--- src/rtl/systolic_sequencer_pkg.sv ---
// Shared types for the systolic tile sequencer: operand width, accumulator width, FSM states.
package systolic_sequencer_pkg;

    localparam int unsigned DATA_W = 8;
    localparam int unsigned ACC_W  = 32;

    typedef logic signed [DATA_W-1:0] data_t;

    typedef enum logic [1:0] {
        IDLE,
        FEED,
        DRAIN,
        FINISH
    } seq_state_t;

endpackage

--- src/rtl/systolic_sequencer_if.sv ---
// Control, operand-buffer and mesh-edge signals between the sequencer and its surroundings.
interface systolic_sequencer_if
    import systolic_sequencer_pkg::*;
#(
    parameter int unsigned N   = 4,
    parameter int unsigned K_W = 16
) ();

    logic                  start;
    logic [K_W-1:0]        k_len;
    logic                  busy;
    logic                  done;
    logic                  rd_en;
    logic [K_W-1:0]        rd_k;
    logic [N*DATA_W-1:0]   rd_a;
    logic [N*DATA_W-1:0]   rd_b;
    logic [N*DATA_W-1:0]   a_edge;
    logic [N*DATA_W-1:0]   b_edge;
    logic [N*N-1:0]        push;

    modport master (
        input  start, k_len, rd_a, rd_b,
        output busy, done, rd_en, rd_k, a_edge, b_edge, push
    );

    modport slave (
        output start, k_len, rd_a, rd_b,
        input  busy, done, rd_en, rd_k, a_edge, b_edge, push
    );

endinterface

--- src/rtl/systolic_sequencer_skew_line.sv ---
// Zero-filling delay line: DEPTH registered stages, stage 0 loads 0 when its source is not valid.
module systolic_sequencer_skew_line
    import systolic_sequencer_pkg::*;
#(
    parameter int unsigned DEPTH = 1
) (
    input  logic  clk,
    input  logic  reset,
    input  logic  valid_i,
    input  data_t data_i,
    output data_t data_o
);

    data_t stage_q [DEPTH];

    always_ff @(posedge clk) begin
        if (reset) begin
            for (int s = 0; s < int'(DEPTH); s++) begin
                stage_q[s] <= '0;
            end
        end else begin
            stage_q[0] <= valid_i ? data_i : '0;
            for (int s = 1; s < int'(DEPTH); s++) begin
                stage_q[s] <= stage_q[s-1];
            end
        end
    end

    assign data_o = stage_q[DEPTH-1];

endmodule

--- src/rtl/systolic_sequencer.sv ---
// Sequences one output-stationary C = A*B tile on an NxN PE mesh: operand reads,
// edge skew, diagonal push wavefront and a done pulse once every PE result is final.
module systolic_sequencer
    import systolic_sequencer_pkg::*;
#(
    parameter int unsigned N   = 4,
    parameter int unsigned K_W = 16
) (
    input  logic                 clk,
    input  logic                 reset,
    systolic_sequencer_if.master bus
);

    localparam int unsigned DIAG_W  = 2 * N - 1;
    localparam int unsigned DRAIN_W = $clog2(2 * N);
    localparam int unsigned LANE_W  = N * DATA_W;

    seq_state_t           state_q, state_d;
    logic                 rd_en_q, rd_en_d;
    logic                 busy_q, busy_d;
    logic                 done_q, done_d;
    logic [K_W-1:0]       rd_k_q, rd_k_d;
    logic [K_W-1:0]       k_len_q, k_len_d;
    logic [DRAIN_W-1:0]   drain_q, drain_d;
    logic                 rd_vld_q;
    logic                 kick_q;
    logic [DIAG_W-1:0]    diag_q;

    data_t                a_lane [N];
    data_t                b_lane [N];
    logic [LANE_W-1:0]    a_edge_c, b_edge_c;
    logic [N*N-1:0]       push_c;

    // State, counters, read-valid tracking and the push diagonal shift register.
    always_ff @(posedge clk) begin
        if (reset) begin
            state_q  <= IDLE;
            rd_en_q  <= 1'b0;
            busy_q   <= 1'b0;
            done_q   <= 1'b0;
            rd_k_q   <= '0;
            k_len_q  <= '0;
            drain_q  <= '0;
            rd_vld_q <= 1'b0;
            kick_q   <= 1'b0;
            diag_q   <= '0;
        end else begin
            state_q  <= state_d;
            rd_en_q  <= rd_en_d;
            busy_q   <= busy_d;
            done_q   <= done_d;
            rd_k_q   <= rd_k_d;
            k_len_q  <= k_len_d;
            drain_q  <= drain_d;
            rd_vld_q <= rd_en_q;
            kick_q   <= rd_en_q && (rd_k_q == '0);
            diag_q   <= DIAG_W'({diag_q, kick_q});
        end
    end

    // Next state; the drain phase waits out the 2N-cycle tail to the far-corner PE.
    always_comb begin
        state_d = state_q;
        rd_en_d = 1'b0;
        rd_k_d  = rd_k_q;
        k_len_d = k_len_q;
        drain_d = drain_q;
        unique case (state_q)
            IDLE: begin
                if (bus.start) begin
                    k_len_d = bus.k_len;
                    rd_k_d  = '0;
                    if (bus.k_len == '0) begin
                        state_d = FINISH;
                    end else begin
                        state_d = FEED;
                        rd_en_d = 1'b1;
                    end
                end
            end
            FEED: begin
                if (rd_k_q == k_len_q - K_W'(1)) begin
                    state_d = DRAIN;
                    rd_k_d  = '0;
                    drain_d = '0;
                end else begin
                    rd_en_d = 1'b1;
                    rd_k_d  = rd_k_q + K_W'(1);
                end
            end
            DRAIN: begin
                if (drain_q == DRAIN_W'(2 * N - 1)) begin
                    state_d = FINISH;
                end else begin
                    drain_d = drain_q + DRAIN_W'(1);
                end
            end
            FINISH: begin
                state_d = IDLE;
            end
            default: begin
                state_d = IDLE;
            end
        endcase
        busy_d = (state_d != IDLE);
        done_d = (state_d == FINISH);
    end

    // Lane i gets i+1 stages so row/column i enters the mesh i cycles after lane 0.
    for (genvar i = 0; i < N; i++) begin : gen_lane
        systolic_sequencer_skew_line #(.DEPTH(i + 1)) u_skew_a (
            .clk     (clk),
            .reset   (reset),
            .valid_i (rd_vld_q),
            .data_i  (data_t'(bus.rd_a[DATA_W*i +: DATA_W])),
            .data_o  (a_lane[i])
        );
        systolic_sequencer_skew_line #(.DEPTH(i + 1)) u_skew_b (
            .clk     (clk),
            .reset   (reset),
            .valid_i (rd_vld_q),
            .data_i  (data_t'(bus.rd_b[DATA_W*i +: DATA_W])),
            .data_o  (b_lane[i])
        );
    end

    always_comb begin
        a_edge_c = '0;
        b_edge_c = '0;
        for (int i = 0; i < int'(N); i++) begin
            a_edge_c[DATA_W*i +: DATA_W] = a_lane[i];
            b_edge_c[DATA_W*i +: DATA_W] = b_lane[i];
        end
    end

    // PE(i,j) restarts on anti-diagonal i+j of the wavefront.
    always_comb begin
        push_c = '0;
        for (int i = 0; i < int'(N); i++) begin
            for (int j = 0; j < int'(N); j++) begin
                push_c[i*N+j] = diag_q[i+j];
            end
        end
    end

    assign bus.busy   = busy_q;
    assign bus.done   = done_q;
    assign bus.rd_en  = rd_en_q;
    assign bus.rd_k   = rd_k_q;
    assign bus.a_edge = a_edge_c;
    assign bus.b_edge = b_edge_c;
    assign bus.push   = push_c;

endmodule

--- src/flat_wrapper.sv ---
// flat-port wrapper written by rule: the top's interface ports become plain ports
module systolic_sequencer_flat import systolic_sequencer_pkg::*;
#(
    parameter int unsigned N   = 4,
    parameter int unsigned K_W = 16
)
  (clk, reset, bus_start, bus_k_len, bus_rd_a, bus_rd_b, bus_busy, bus_done, bus_rd_en, bus_rd_k, bus_a_edge, bus_b_edge, bus_push);
  systolic_sequencer_if #(.N(N), .K_W(K_W)) bus_i ();
  input  logic clk;
  input  logic reset;
  input wire logic [$bits(bus_i.start)-1:0] bus_start;
  input wire logic [$bits(bus_i.k_len)-1:0] bus_k_len;
  input wire logic [$bits(bus_i.rd_a)-1:0] bus_rd_a;
  input wire logic [$bits(bus_i.rd_b)-1:0] bus_rd_b;
  output wire logic [$bits(bus_i.busy)-1:0] bus_busy;
  output wire logic [$bits(bus_i.done)-1:0] bus_done;
  output wire logic [$bits(bus_i.rd_en)-1:0] bus_rd_en;
  output wire logic [$bits(bus_i.rd_k)-1:0] bus_rd_k;
  output wire logic [$bits(bus_i.a_edge)-1:0] bus_a_edge;
  output wire logic [$bits(bus_i.b_edge)-1:0] bus_b_edge;
  output wire logic [$bits(bus_i.push)-1:0] bus_push;
  assign bus_i.start = bus_start;
  assign bus_i.k_len = bus_k_len;
  assign bus_i.rd_a = bus_rd_a;
  assign bus_i.rd_b = bus_rd_b;
  assign bus_busy = bus_i.busy;
  assign bus_done = bus_i.done;
  assign bus_rd_en = bus_i.rd_en;
  assign bus_rd_k = bus_i.rd_k;
  assign bus_a_edge = bus_i.a_edge;
  assign bus_b_edge = bus_i.b_edge;
  assign bus_push = bus_i.push;
  systolic_sequencer #(.N(N), .K_W(K_W)) u_core (.clk(clk), .reset(reset), .bus(bus_i));
endmodule
--- config.mk ---
export PLATFORM = sky130hd
export DESIGN_NAME = systolic_sequencer_flat
export DESIGN_NICKNAME = d
export VERILOG_FILES = /design/src/rtl/systolic_sequencer_pkg.sv /design/src/rtl/systolic_sequencer_if.sv /design/src/rtl/systolic_sequencer_skew_line.sv /design/src/rtl/systolic_sequencer.sv /design/src/flat_wrapper.sv
export SDC_FILE = /design/constraint.sdc
export NUM_CORES = 1
export LEC_CHECK = 0
export ABC_CLOCK_PERIOD_IN_PS = 7500
export CAP_MARGIN = 10
export CORE_MARGIN = 2
export CORE_UTILIZATION = 52
export DETAILED_ROUTE_END_ITERATION = 12
export PLACE_DENSITY = 0.83
export SLEW_MARGIN = 20
export SYNTH_ARGS = -nofsm -noshare
export SYNTH_HDL_FRONTEND = slang
export SYNTH_SLANG_ARGS = --single-unit
--- constraint.sdc ---
create_clock -name clk -period 7.5 [get_ports clk]
set_input_delay 1.5 -clock clk [delete_from_list [all_inputs] [get_ports clk]]
set_output_delay 1.5 -clock clk [all_outputs]
set_load 0.01 [all_outputs]
Word level (Yosys, flattened, before mapping)
Memories as Yosys holds them, arrays and structs flattened.
Index checks and enable logic that the tools add are counted.
- logic and storage cells: 108
- RAM bits: 160
- bits of input ports: 83
- register bits after elaboration: 49
- memories kept: 8
- reduce and logical (&&, ||, !) cells: 12
- multiplexer cells: 48
- equality and inequality tests: 9
- add/sub/neg operators: 3
- bitwise logic cells: 18
- memory list (memory ; words ; bits a word ; rd ports ; clocked after Yosys merged registers in ; wr ports ; RTL line ; source):
    u_core.gen_lane[3].u_skew_a.stage_q ; 4 ; 8 ; 4 ; 0 ; 4 ; systolic_sequencer_skew_line.sv:14 ; data_t stage_q [DEPTH];
    u_core.gen_lane[3].u_skew_b.stage_q ; 4 ; 8 ; 4 ; 0 ; 4 ; systolic_sequencer_skew_line.sv:14 ;
    u_core.gen_lane[2].u_skew_a.stage_q ; 3 ; 8 ; 3 ; 0 ; 3 ; systolic_sequencer_skew_line.sv:14 ;
    u_core.gen_lane[2].u_skew_b.stage_q ; 3 ; 8 ; 3 ; 0 ; 3 ; systolic_sequencer_skew_line.sv:14 ;
    u_core.gen_lane[1].u_skew_a.stage_q ; 2 ; 8 ; 2 ; 0 ; 2 ; systolic_sequencer_skew_line.sv:14 ;
    u_core.gen_lane[1].u_skew_b.stage_q ; 2 ; 8 ; 2 ; 0 ; 2 ; systolic_sequencer_skew_line.sv:14 ;
    2 more memories ; -- ; -- ; -- ; -- ; -- ; -- ;
- operators by type and width (kind ; count):
    2-to-1 mux 8 bit ; 28
    logical NOT 16 bit ; 2
    2-to-1 mux 16 bit ; 2
    case mux 16 bit (2 select lines) ; 1
    bitwise OR 1 bit ; 18
    adder 16 x 1 -> 16 bit, second input constant ; 1
    == test 16 bit ; 1
    OR reduction 8 bit ; 2
    subtractor 16 x 1 -> 16 bit, second input constant ; 1
    2-to-1 mux 1 bit ; 8
    2-to-1 mux 2 bit ; 4
    case mux 2 bit (4 select lines) ; 1
    == test 2 bit, second input constant ; 3
    2-to-1 mux 3 bit ; 2
    case mux 3 bit (2 select lines) ; 1
    nonzero test 2 bit ; 3
    != test 2 bit, second input constant ; 2
    AND reduction 2 bit ; 2
    adder 3 x 1 -> 3 bit, second input constant ; 1
    == test 3 bit, second input constant ; 1
    AND reduction 3 bit ; 1
    == test 2 x 1 -> 1 bit, second input constant ; 1
    logical NOT 2 bit ; 1
    != test 2 x 1 -> 1 bit, second input constant ; 1
    other kinds (2) ; 2

Longest topological paths before layout
Gate-level depths: netlist of the first run.
- depth after elaboration: 5
- gate-level depth with buffers: 11

Cells and area by module
Synthesis of the first run repeated with hierarchy kept, for this count alone.
- cells, all modules: 689
- area total of the unflattened synthesis: 7359.6 um^2
- modules (own cells, without submodules) (module ; instances ; area an instance (um^2) ; cells each):
    systolic_sequencer ; 1 ; 2657.5 ; 325
    systolic_sequencer_skew_line (u_core.gen_lane[3].u_skew_a ...) ; 2 ; 882.1 ; 67
    systolic_sequencer_skew_line (u_core.gen_lane[2].u_skew_a ...) ; 2 ; 726.9 ; 58
    systolic_sequencer_skew_line (u_core.gen_lane[1].u_skew_a ...) ; 2 ; 511.7 ; 41
    systolic_sequencer_skew_line (u_core.gen_lane[0].u_skew_a ...) ; 2 ; 230.2 ; 16

Least setup slack after synthesis of the first run
No wires, ideal clock.
- path kind: input-to-reg
- start: in bus_start
- end: reg u_core.rd_k_q[13] (netlist: u_core.bus.rd_k[13])
- data arrival time: 2568 ps
- path slack: 4818 ps
- data required time: 7385 ps
- stages: 7
- cells stage by stage: nand2_1 nand2_1 nand4_1 nor2_1 nand3_1 xnor2_1 nor2_1
- cells in the longest elaborated chain, start to end: 2
- ends and longest elaborated chain (what ; RTL line ; source):
    start, declared ; flat_wrapper.sv:11 ; input wire logic [$bits(bus_i.start)-1:0] bus_start;
    != test 2 bit (no line) ; -- ;
    AND reduction 2 bit (no line) ; -- ;
    end signal, assigned ; systolic_sequencer.sv:52 ; rd_k_q <= rd_k_d;
    end, declared ; systolic_sequencer.sv:22 ; logic [K_W-1:0] rd_k_q, rd_k_d;
Every way passes these cells.
A chain may end at the register's enable or synchronous reset.

Worst setup path in the final report of the first run
Same ends and word-level chain as after synthesis.

==> metrics.md, run 1 <==
| Metric | Value |
|---|---|
| Most common cell in the netlist | dfxtp_1 |
| Clock Path Buffers | 3 |
| Lkg Pwr | 3.63 nW |
| Clock sinks | 209 |
| R2R depth | 8 |
| Synth top area share | 58.3% |
| Hold EP | u_core.gen_lane[2].u_skew_b.stage_q[0][10] |
| Overall routing resource usage | 19.3% |
| Hold Vio Cnt, Final | 0 |
| CTS H-tree depth | 1 |
| Placed wire-length estimate | 10,100 µm |
| Worst-Margin Slew | 0.962 ns |
| Max Freq | 307 MHz |
| Clock skew | 0.00584 ns |
| WS Path Type | in2reg |
| Total of max-cap violations | 0 |
| Post-Route WL | 14,700 µm |
| Overall Power | 2.61 mW |
| Die Y | 121 µm |
| Initial antenna violation count | 0 |
| Post-Synthesis Cells | 691 |
| Worst flop-to-flop path startpoint | u_core.k_len_q[3] |
| Worst setup EP type | register |
| Core Util, Final | 70.9% |
| DR pass1 iterations | 4 |
| Most instantiated cells after synthesis | dfxtp_1 (209), nor2b_1 (111), and2_1 (66), nand2_1 (50), buf_4 (42) |
| Core area | 13,300 µm² |
| Post-synth cell types | 53 |
| Seq cells post-synth | 209 |
| Unrepaired setup endpoints after global routing | no |
| Area delta synth->final | 31.9% |
| R2r setup slk | 4.60 ns |
| Vias in the first global route | 4,801 |
| Hold Crit Depth | 1 |
| Nets | 918 |
| Final Cycle Share | 43.5% |
| Number of flops mapped to enable cells by yosys | 0 |
| Initial core utilization | 53.8% |
| Commonest register cell after synthesis | dfxtp_1 |
| Final Critical Period | 3.26 ns |
| First-pass GRT wire length | 22,900 µm |
| Antenna Cells | 0 |
| Crit path max fanout | 18 |
| Cell taking the most area after synthesis | dfxtp_1 |
| Setup WS pre-CTS | 3.76 ns |
| Syn Area/Cell | 10.4 µm² |
| GRT overflow | 0 |
| Final setup TNS | 0 ns |
| Via count | 4,968 |
| Final setup viols | 0 |
| Vias per cell | 4.89 |
| Total CTS buffers | 21 |
| CTS clk-pin slew, worst paths | 0.06 ns |
| Syn nets | 782 |
| Die Width | 121 µm |
| Number of DRC markers in iteration 0 | 209 |
| Synth async-reset ratio | 0% |
| Final RePlAce weighted congestion | 0.866 |
| Largest net degree at the start of global routing | 104 |
| Post-CTS setup buffers | 0 |
| Crit path launch type | primary input |
| Antenna Nets Post-Route | 0 |
| Std cell rows | 42 |
| Hold Crit Class | reg2reg |
| Pwr/cell area | 276 nW/µm² |
| Sequential element share of the synthesized area | 58.3% |
| Worst path required time | 7.86 ns |
| Synthesized area | 7180 µm² |
| Later-pin clock latency in the skew report | 0.47 ns |
| Root buf cell | clkbuf_16 |
| Post-Layout Cell Count | 1,016 |
| Final worst slack | 4.24 ns |
| Filler Cells Inserted | 939 |
| Peak supply drop | 0.000185 V |
| Status | finished clean |
| Layout cells sized above 1 | 5.36% |
| Worst endpoint data arrival time | 3.62 ns |
| Synth Warn # | 0 |
| Largest cells by area after synthesis | dfxtp_1 (58%), nor2b_1 (9.7%), and2_1 (5.8%) |
| Max-slew violations | 0 |
| IO Pins | 182 |
| Drt wl/cell | 14.5 µm |
| Cts repair resizes | 0 |
| Residual DRC count | 0 |
| Reg2reg end | u_core.bus.rd_k[7] |
| Placed Instances | 979 |
| Buffers on Ports | 181 |
| Hold buffer count at cts | 0 |
| CTS tree | built |
| Die area | 14,800 µm² |
| Hold_sp | u_core.gen_lane[2].u_skew_b.stage_q[0][2] |
| Worst rel slew slack | 35.9% |
## layout make-up
| type | count | area [µm²] | share of cell area [%] |
|---|---|---|---|
| clock buffer | 34 | 634 | 6.70 |
| clock inverter | 2 | 17.5 | 0.185 |
| inverter | 9 | 33.8 | 0.357 |
| multi-input combinational | 403 | 2540 | 26.8 |
| sequential | 209 | 4180 | 44.2 |
| tap | 176 | 220 | 2.33 |
| timing repair buffer | 183 | 1840 | 19.4 |
## where the power goes
part,leakage (nW),total [mW],switching (mW),internal (mW)
registers,1.69,1.21,0.0452,1.17
logic,1.62,0.434,0.226,0.208
clock network,0.319,0.964,0.387,0.576
total,3.63,2.61,0.659,1.95
## routing by layer
metal,part of all wire [%],GRT usage [%],vias to the layer above
li1,-,-,2440
met1,39,22.1,2332
met2,53,36.1,167
met3,5.7,3.57,29
met4,2.3,5.89,0
met5,0,0,-
## worst max-delay path by stage
| stage | from | endpoint | slack [ns] | depth (start not counted) |
|---|---|---|---|---|
| global route | bus_start | u_core.bus.rd_k[13] | 3.92 | 8 |
| detailed placement | bus_start | u_core.bus.rd_k[13] | 3.76 | 8 |
| CTS | bus_start | u_core.bus.rd_k[13] | 4.26 | 8 |
| floorplan | bus_start | u_core.bus.rd_k[13] | 4.82 | 7 |
| finish | bus_start | u_core.bus.rd_k[13] | 4.24 | 8 |
| global placement | bus_start | u_core.bus.rd_k[13] | 3.87 | 8 |
## per-stage QoR
step	hold WS (ns)	area, µm²
2_1_floorplan	0.414	7180
3_3_place_gp	0.417	8790
3_5_place_dp	0.420	8790
4_1_cts	0.431	9450
5_1_grt	0.448	9470
6_report	0.431	9470
## flip-flops by register name (all words and copies together), names as in the netlist
| signal | count |
|---|---|
| u_core.gen_lane.u_skew_a.stage_q | 80 |
| u_core.gen_lane.u_skew_b.stage_q | 80 |
| u_core.bus.rd_k | 16 |
| u_core.k_len_q | 16 |
| u_core.diag_q | 7 |
| u_core.drain_q | 3 |
| u_core.state_q | 2 |
| u_core.bus.busy | 1 |
| u_core.bus.done | 1 |
| u_core.bus.rd_en | 1 |
| u_core.kick_q | 1 |
| u_core.rd_vld_q | 1 |
## kinds of logic after synthesis
kind of cell | Yosys count | share of synthesized area, %
mux | 3 | 0.453
flops | 209 | 58.3
simple gates | 315 | 25.3
fa+ha+maj | 8 | 1.39
buf+inv | 79 | 6.45
compound gates | 43 | 3.96
xor+xnor | 34 | 4.15
## cells in the final DEF, fill, tap and decap left out, types with 13 or more instances in the layout
cell,count
a21oi_1,21
xnor2_1,21
nand2_1,50
nor2_1,34
nor2b_1,110
xor2_1,13
and2_1,66
clkbuf_16,21
clkdlybuf4s50_1,180
dfxtp_1,209
## critical path, stage by stage
cell and delay [ns]:
clkdlybuf4s50_1 0.52, nand2_1 0.35, nand2_1 0.36, nand4_1 0.24, nor2_1 0.28, nand3_1 0.14
xnor2_1 0.17, nor2_1 0.05
No activity file was read; power rests on OpenSTA's default activity.
==> inputs of run 2 (changes only) <==
--- a/config.mk
+++ b/config.mk
@@ -5,12 +5,12 @@
 export SDC_FILE = /design/constraint.sdc
 export NUM_CORES = 1
 export LEC_CHECK = 0
-export ABC_CLOCK_PERIOD_IN_PS = 7500
+export ABC_CLOCK_PERIOD_IN_PS = 3300
 export CAP_MARGIN = 10
 export CORE_MARGIN = 2
-export CORE_UTILIZATION = 52
+export CORE_UTILIZATION = 48
 export DETAILED_ROUTE_END_ITERATION = 12
-export PLACE_DENSITY = 0.83
+export PLACE_DENSITY = 0.77
 export SLEW_MARGIN = 20
 export SYNTH_ARGS = -nofsm -noshare
 export SYNTH_HDL_FRONTEND = slang
==> constraint.sdc (replaced) <==
create_clock -name clk -period 3.3 [get_ports clk]
set_input_delay 0.66 -clock clk [delete_from_list [all_inputs] [get_ports clk]]
set_output_delay 0.66 -clock clk [all_outputs]
set_load 0.01 [all_outputs]
==> run 2 against run 1 <==
Compared with the run above: sequential share of layout area down 0.28 points; global-route usage shrank 1.5 points; hold slack worse by 0.0034 ns; critical path depth rose by 2; clock skew about the same; sequential power is 130% higher; combinational power rose by 130%; wire length shrank 3.2%; utilization shrank 5.6 points; highest routed layer unchanged.
==> metrics.md, run 2 (synthesis results as in run 1) <==
| Metric | Value |
|---|---|
| Status | finished clean |
| GRT overflow | 0 (unchanged) |
| Clock Path Buffers | 3 (unchanged) |
| Largest net degree at the start of global routing | 81 (-22%) |
| Peak supply drop | 0.000374 V (+100%) |
| Crit path max fanout | 15 (-3) |
| Clock sinks | 209 (unchanged) |
| Drt wl/cell | 13.9 µm (-4.0%) |
| Pwr/cell area | 637 nW/µm² (+130%) |
| First-pass GRT wire length | 23,500 µm (+2.3%) |
| Nets | 920 (+0.22%) |
| Initial antenna violation count | 0 (unchanged) |
| Initial core utilization | 49.2% (-4.6 points) |
| WS Path Type | reg2reg |
| Buffers on Ports | 181 (unchanged) |
| Area delta synth->final | 32.7% |
| Total CTS buffers | 21 (unchanged) |
| Crit path launch type | register |
| Worst path required time | 3.66 ns (-4.20 ns) |
| Regs by FF count | u_core.gen_lane.u_skew_a.stage_q: 80 flops, u_core.gen_lane.u_skew_b.stage_q: 80 flops |
| Hold Crit Class | reg2reg |
| CTS H-tree depth | 1 (unchanged) |
| Post-Route WL | 14,300 µm (-3.2%) |
| Worst-Margin Slew | 0.730 ns (-0.232 ns) |
| Root buf cell | clkbuf_16 |
| Lkg Pwr | 3.66 nW (+0.99%) |
| Post-CTS setup buffers | 0 (unchanged) |
| Max Freq | 357 MHz |
| Worst setup EP type | register |
| Post-route cell area | 9530 µm² (+0.65%) |
| Later-pin clock latency in the skew report | 0.48 ns (about the same) |
| Register Area | 4180 µm² (unchanged) |
| Overall routing resource usage | 17.7% (-1.5 points) |
| Final Critical Period | 2.80 ns |
| CTS tree | built |
| Die area | 15,900 µm² (+8.1%) |
| Die Y | 126 µm (+4.0%) |
| CP startpoint | u_core.k_len_q[0] |
| Final setup viols | 0 (unchanged) |
| Worst setup path end | u_core.bus.rd_k[4] |
| CTS clk-pin slew, worst paths | 0.06 ns (about the same) |
| Unrepaired setup endpoints after global routing | no |
| Hold buffer count at cts | 0 (unchanged) |
| Final setup TNS | 0 ns (unchanged) |
| Most common cell after layout, fill and taps aside | dfxtp_1 |
| Hold Vio Cnt, Final | 0 (unchanged) |
| Total of max-cap violations | 0 (unchanged) |
| Filler Cells Inserted | 1,081 (+15%) |
| Residual DRC count | 0 (unchanged) |
| Placed instance area | 8830 µm² (+0.37%) |
| R2R depth | 10 (+2) |
| Final RePlAce weighted congestion | 0.923 (+6.6%) |
| Worst rel slew slack | 51.3% (+15 points) |
| Std cell rows | 44 (+4.8%) |
| Vias per cell | 4.74 (-3.1%) |
| Reg2reg end | u_core.bus.rd_k[4] |
| Via count | 4,857 (-2.2%) |
| Cts repair resizes | 0 (unchanged) |
| DR pass1 iterations | 4 (unchanged) |
| Hold_sp | u_core.gen_lane[1].u_skew_a.stage_q[0][7] |
| Number of DRC markers in iteration 0 | 185 (-11%) |
| Die Width | 126 µm (+4.0%) |
| Antenna Cells | 0 (unchanged) |
| Multi-input gate area | 2540 µm² (unchanged) |
| Layout cells sized above 1 | 6.06% (+0.71 points) |
| Antenna Nets Post-Route | 0 (unchanged) |
| R2r setup slk | 0.50 ns (-4.10 ns) |
| Placed wire-length estimate | 10,200 µm (+1.5%) |
| IO Pins | 182 (unchanged) |
| Core area | 14,600 µm² (+9.3%) |
| Most frequent cells in the layout | dfxtp_1 (209), clkdlybuf4s50_1 (180), nor2b_1 (110) |
| Final Cycle Share | 84.9% |
| Worst endpoint data arrival time | 3.16 ns (-0.46 ns) |
| Worst flop-to-flop path startpoint | u_core.k_len_q[0] |
| Clock skew | 0.00554 ns (-0.000293 ns) |
| Max-slew violations | 0 (unchanged) |
| Vias in the first global route | 4,798 (-0.062%) |
## run 2: layer usage
metal | up-vias | track usage [%] | part of all wire [%]
met5 | - | 0 | 0
met2 | 152 | 31.8 | 51
met3 | 24 | 3.71 | 4.9
met1 | 2238 | 21.7 | 43
met4 | 0 | 4.91 | 2.0
li1 | 2443 | - | -
## run 2: power by group
part           switching, mW  internal, mW  leakage, nW
registers              0.101          2.65         1.69
logic                  0.508         0.478         1.62
clock network          0.885          1.44        0.348
## run 2: how the worst min path moves through the flow
stage / to / slack [ns] / cells past startpoint
after floorplan: u_core.diag_q[0] / 0.41 / 1
after global placement: u_core.gen_lane[3].u_skew_b.stage_q[2][3] / 0.42 / 1
after detailed placement: u_core.gen_lane[3].u_skew_a.stage_q[3][5] / 0.42 / 1
after CTS: u_core.gen_lane[1].u_skew_a.stage_q[0][15] / 0.43 / 1
after global routing: u_core.gen_lane[2].u_skew_a.stage_q[0][16] / 0.45 / 1
final: u_core.gen_lane[1].u_skew_a.stage_q[0][15] / 0.43 / 1
## run 2: final cells by class
cell class,instances,share of cell area [%]
sequential,209,43.9
tap,184,2.42
timing repair buffer,185,19.3
inverter,9,0.355
clock buffer,32,6.90
clock inverter,3,0.460
multi-input combinational,403,26.6
## run 2: metrics by stage
step / worst slack (ns) / utilization, % / power, mW / instances / hold WS (ns)
floorplan: 0.807 / - / 3.45 / 691 / 0.414
global placement: 0.679 / 60.5 / 3.74 / 990 / 0.416
detailed placement: 0.567 / 60.5 / 3.79 / 990 / 0.420
CTS: 0.550 / 65.3 / 6.13 / 1025 / 0.425
global route: 0.276 / 65.3 / 6.34 / 1025 / 0.445
finish: 0.500 / 65.3 / 6.07 / 1025 / 0.428
## run 2: worst max-delay path, stage by stage (launching register included)
cell,delay [ns]
dfxtp_1,0.35
inv_1,0.08
ha_1,0.23
nand2b_1,0.16
nor4_1,0.43
and4_1,0.31
a211o_1,0.18
nand4b_4,0.13
o31ai_4,0.37
a21o_2,0.36
nor2_1,0.09
==> inputs of run 3 (changes only) <==
--- a/config.mk
+++ b/config.mk
@@ -5,7 +5,7 @@
 export SDC_FILE = /design/constraint.sdc
 export NUM_CORES = 1
 export LEC_CHECK = 0
-export ABC_CLOCK_PERIOD_IN_PS = 3300
+export ABC_CLOCK_PERIOD_IN_PS = 2900
 export CAP_MARGIN = 10
 export CORE_MARGIN = 2
 export CORE_UTILIZATION = 48
==> constraint.sdc (replaced) <==
create_clock -name clk -period 2.9 [get_ports clk]
set_input_delay 0.58 -clock clk [delete_from_list [all_inputs] [get_ports clk]]
set_output_delay 0.58 -clock clk [all_outputs]
set_load 0.01 [all_outputs]
==> run 3 against run 2 <==
Compared with the run above: combinational power rose by 16%; non-clock buffer count unchanged; setup slack got worse by 0.24 ns; cell count up 0.29%; utilization rose by 0.30 points.
==> metrics.md, run 3 (synthesis results as in run 1) <==
| Metric | Value |
|---|---|
| Status | finished clean |
| Crit-path max cell delay | 0.61 ns (+0.18 ns) |
| Clock Path Buffers | 3 (unchanged) |
| Multi-input gate area | 2560 µm² (+0.84%) |
| Slowest-stage cell, CP | or4_4 |
| Setup WS pre-CTS | 0.164 ns (-0.402 ns) |
| Vias in the first global route | 4,750 (-1.0%) |
| Top Family by Delay on Critical Path | simple AND/OR/NAND/NOR gates |
| Post-Route WL | 14,600 µm (+2.2%) |
| Post-route cell area | 9570 µm² (+0.46%) |
| GRT met3 Usage | 2.91% (-0.80 points) |
| Hold Crit Depth | 1 (unchanged) |
| Total of max-cap violations | 0 (unchanged) |
| Number of DRC markers in iteration 0 | 246 (+33%) |
| Most common cell after layout, fill and taps aside | dfxtp_1 |
| Most frequent cells in the layout | dfxtp_1 (209), clkdlybuf4s50_1 (180), nor2b_1 (110) |
| Later-pin clock latency in the skew report | 0.48 ns (about the same) |
| WS Path Type | reg2reg |
| Clock sinks | 209 (unchanged) |
| Max-slew violations | 0 (unchanged) |
| Residual DRC count | 0 (unchanged) |
| Drt wl/cell | 14.2 µm (+1.9%) |
| Core area | 14,600 µm² (unchanged) |
| Layout cells sized above 1 | 6.52% (+0.45 points) |
| Die Width | 126 µm (unchanged) |
| Hold Crit Class | reg2reg |
| Overall routing resource usage | 17.5% (-0.22 points) |
| Clock skew | 0.0101 ns (+0.00458 ns) |
| Final setup TNS | 0 ns (unchanged) |
| Final worst slack | 0.262 ns (-0.237 ns) |
| Crit path max fanout | 15 (unchanged) |
| DR pass1 iterations | 4 (unchanged) |
| R2r setup slk | 0.26 ns (-0.24 ns) |
| Filler Cells Inserted | 1,099 (+1.7%) |
| Buffers on Ports | 181 (unchanged) |
| Initial antenna violation count | 0 (unchanged) |
| Nets | 920 (unchanged) |
| WP depth | 8 (-2) |
| Register Area | 4180 µm² (unchanged) |
| Die Y | 126 µm (unchanged) |
| Die area | 15,900 µm² (unchanged) |
| Total CTS buffers | 21 (unchanged) |
| Hold Vio Cnt, Final | 0 (unchanged) |
| Max Freq | 379 MHz (+6.2%) |
| CTS tree | built |
| Unrepaired setup endpoints after global routing | no |
| Crit path launch type | register |
| Std cell rows | 44 (unchanged) |
| Final Critical Period | 2.64 ns (-0.163 ns) |
| Root buf cell | clkbuf_16 |
| R2R depth | 8 (-2) |
| Final RePlAce weighted congestion | 0.885 (-4.1%) |
| Initial core utilization | 49.2% (unchanged) |
| Placed wire-length estimate | 10,400 µm (+1.6%) |
| Placed instance area | 8840 µm² (+0.14%) |
| Worst rel slew slack | 64.4% (+13 points) |
| Regs by FF count | u_core.gen_lane.u_skew_a.stage_q: 80 flops, u_core.gen_lane.u_skew_b.stage_q: 80 flops |
| Final setup viols | 0 (unchanged) |
| Most frequent CP cell | nor2_1 |
| Peak supply drop | 0.000521 V (+39%) |
| Area delta synth->final | 33.3% |
| Worst endpoint data arrival time | 3.00 ns (-0.16 ns) |
| Post-CTS setup buffers | 0 (unchanged) |
| Lkg Pwr | 3.66 nW (about the same) |
| Crit path cell chain | or4_4 -> nor4b_2 -> nor2_1 -> nand4b_1 -> nand4b_4 -> o31ai_4 -> a21o_4 -> nor2_1 |
| Worst-Margin Slew | 0.529 ns (-0.202 ns) |
| Antenna Nets Post-Route | 0 (unchanged) |
| Global route hottest layer | met2 |
| M2 GR Usage | 32.1% (+0.28 points) |
| Vias per cell | 4.79 (+1.1%) |
| Worst setup EP type | register |
| CP bufs+invs | 0 (-1) |
| First-pass GRT wire length | 23,100 µm (-1.6%) |
| Largest net degree at the start of global routing | 107 (+32%) |
| Antenna Cells | 0 (unchanged) |
| Pwr/cell area | 727 nW/µm² (+14%) |
| CTS H-tree depth | 1 (unchanged) |
| GRT overflow | 0 (unchanged) |
| Final Cycle Share | 91.0% (+6.1 points) |
| Met1 GRT Util | 21.1% (-0.59 points) |
| Worst path required time | 3.26 ns (-0.40 ns) |
| Via count | 4,927 (+1.4%) |
| CTS clk-pin slew, worst paths | 0.06 ns (about the same) |
| IO Pins | 182 (unchanged) |
[run 3: cell count changes in the layout (fill, tap and decap cells not counted), sizes merged]
| cell | delta |
|---|---|
| clkbuf | -5 |
| clkinv | +3 |
| bufinv | +1 |
| clkinvlp | +4 |
[run 3: repair_timing]
action | 4_1_cts | 5_1_grt
hold buffers | 0 | 0
resized for setup | 0 | 3
setup endpoints to repair | 0 | 22
[run 3: cell type report]
type | count | share of cell area, %
Clock buffer | 27 | 6.14
Tap cell | 184 | 2.41
Inverter | 9 | 0.353
Multi-Input combinational cell | 403 | 26.7
Timing Repair Buffer | 185 | 19.3
Clock inverter | 11 | 1.28
Sequential cell | 209 | 43.7
[run 3: worst register-to-register path, stage by stage (launching register included)]
cell and delay [ns]:
dfxtp_1 0.41, or4_4 0.61, nor4b_2 0.32, nor2_1 0.08, nand4b_1 0.19, nand4b_4 0.21, o31ai_4 0.36, a21o_4 0.26
nor2_1 0.08
[run 3: final timing paths]
path                                                     to                                 startpoint
setup / recovery                        u_core.bus.rd_k[10]                          u_core.k_len_q[3]
hold / removal    u_core.gen_lane[3].u_skew_b.stage_q[2][5]  u_core.gen_lane[3].u_skew_b.stage_q[1][5]
setup reg to reg                        u_core.bus.rd_k[10]                          u_core.k_len_q[3]
hold reg to reg   u_core.gen_lane[3].u_skew_b.stage_q[2][5]  u_core.gen_lane[3].u_skew_b.stage_q[1][5]
[run 3: power by group]
| part | switching, mW | total (mW) | leakage, nW | internal (mW) |
|---|---|---|---|---|
| Clock | 1.06 | 2.68 | 0.339 | 1.62 |
| Combinational | 0.586 | 1.14 | 1.63 | 0.557 |
| Sequential | 0.119 | 3.14 | 1.69 | 3.02 |
| Total | 1.77 | 6.96 | 3.66 | 5.20 |
[run 3: stage by stage]
step	hold WS (ns)	utilization, %	power [mW]	std cells
global route	0.442	65.6	7.27	1028
floorplan	0.414	-	3.93	691
CTS	0.434	65.5	6.99	1028
finish	0.431	65.6	6.96	1028
detailed placement	0.420	60.6	4.31	990
global placement	0.417	60.6	4.25	990
[run 3: layer usage]
metal  vias to the layer above  wire length, µm
met1                      2275             6000
met5                         -                0
met4                         0              332
met3                        27              811
met2                       181             7450
li1                       2444                -
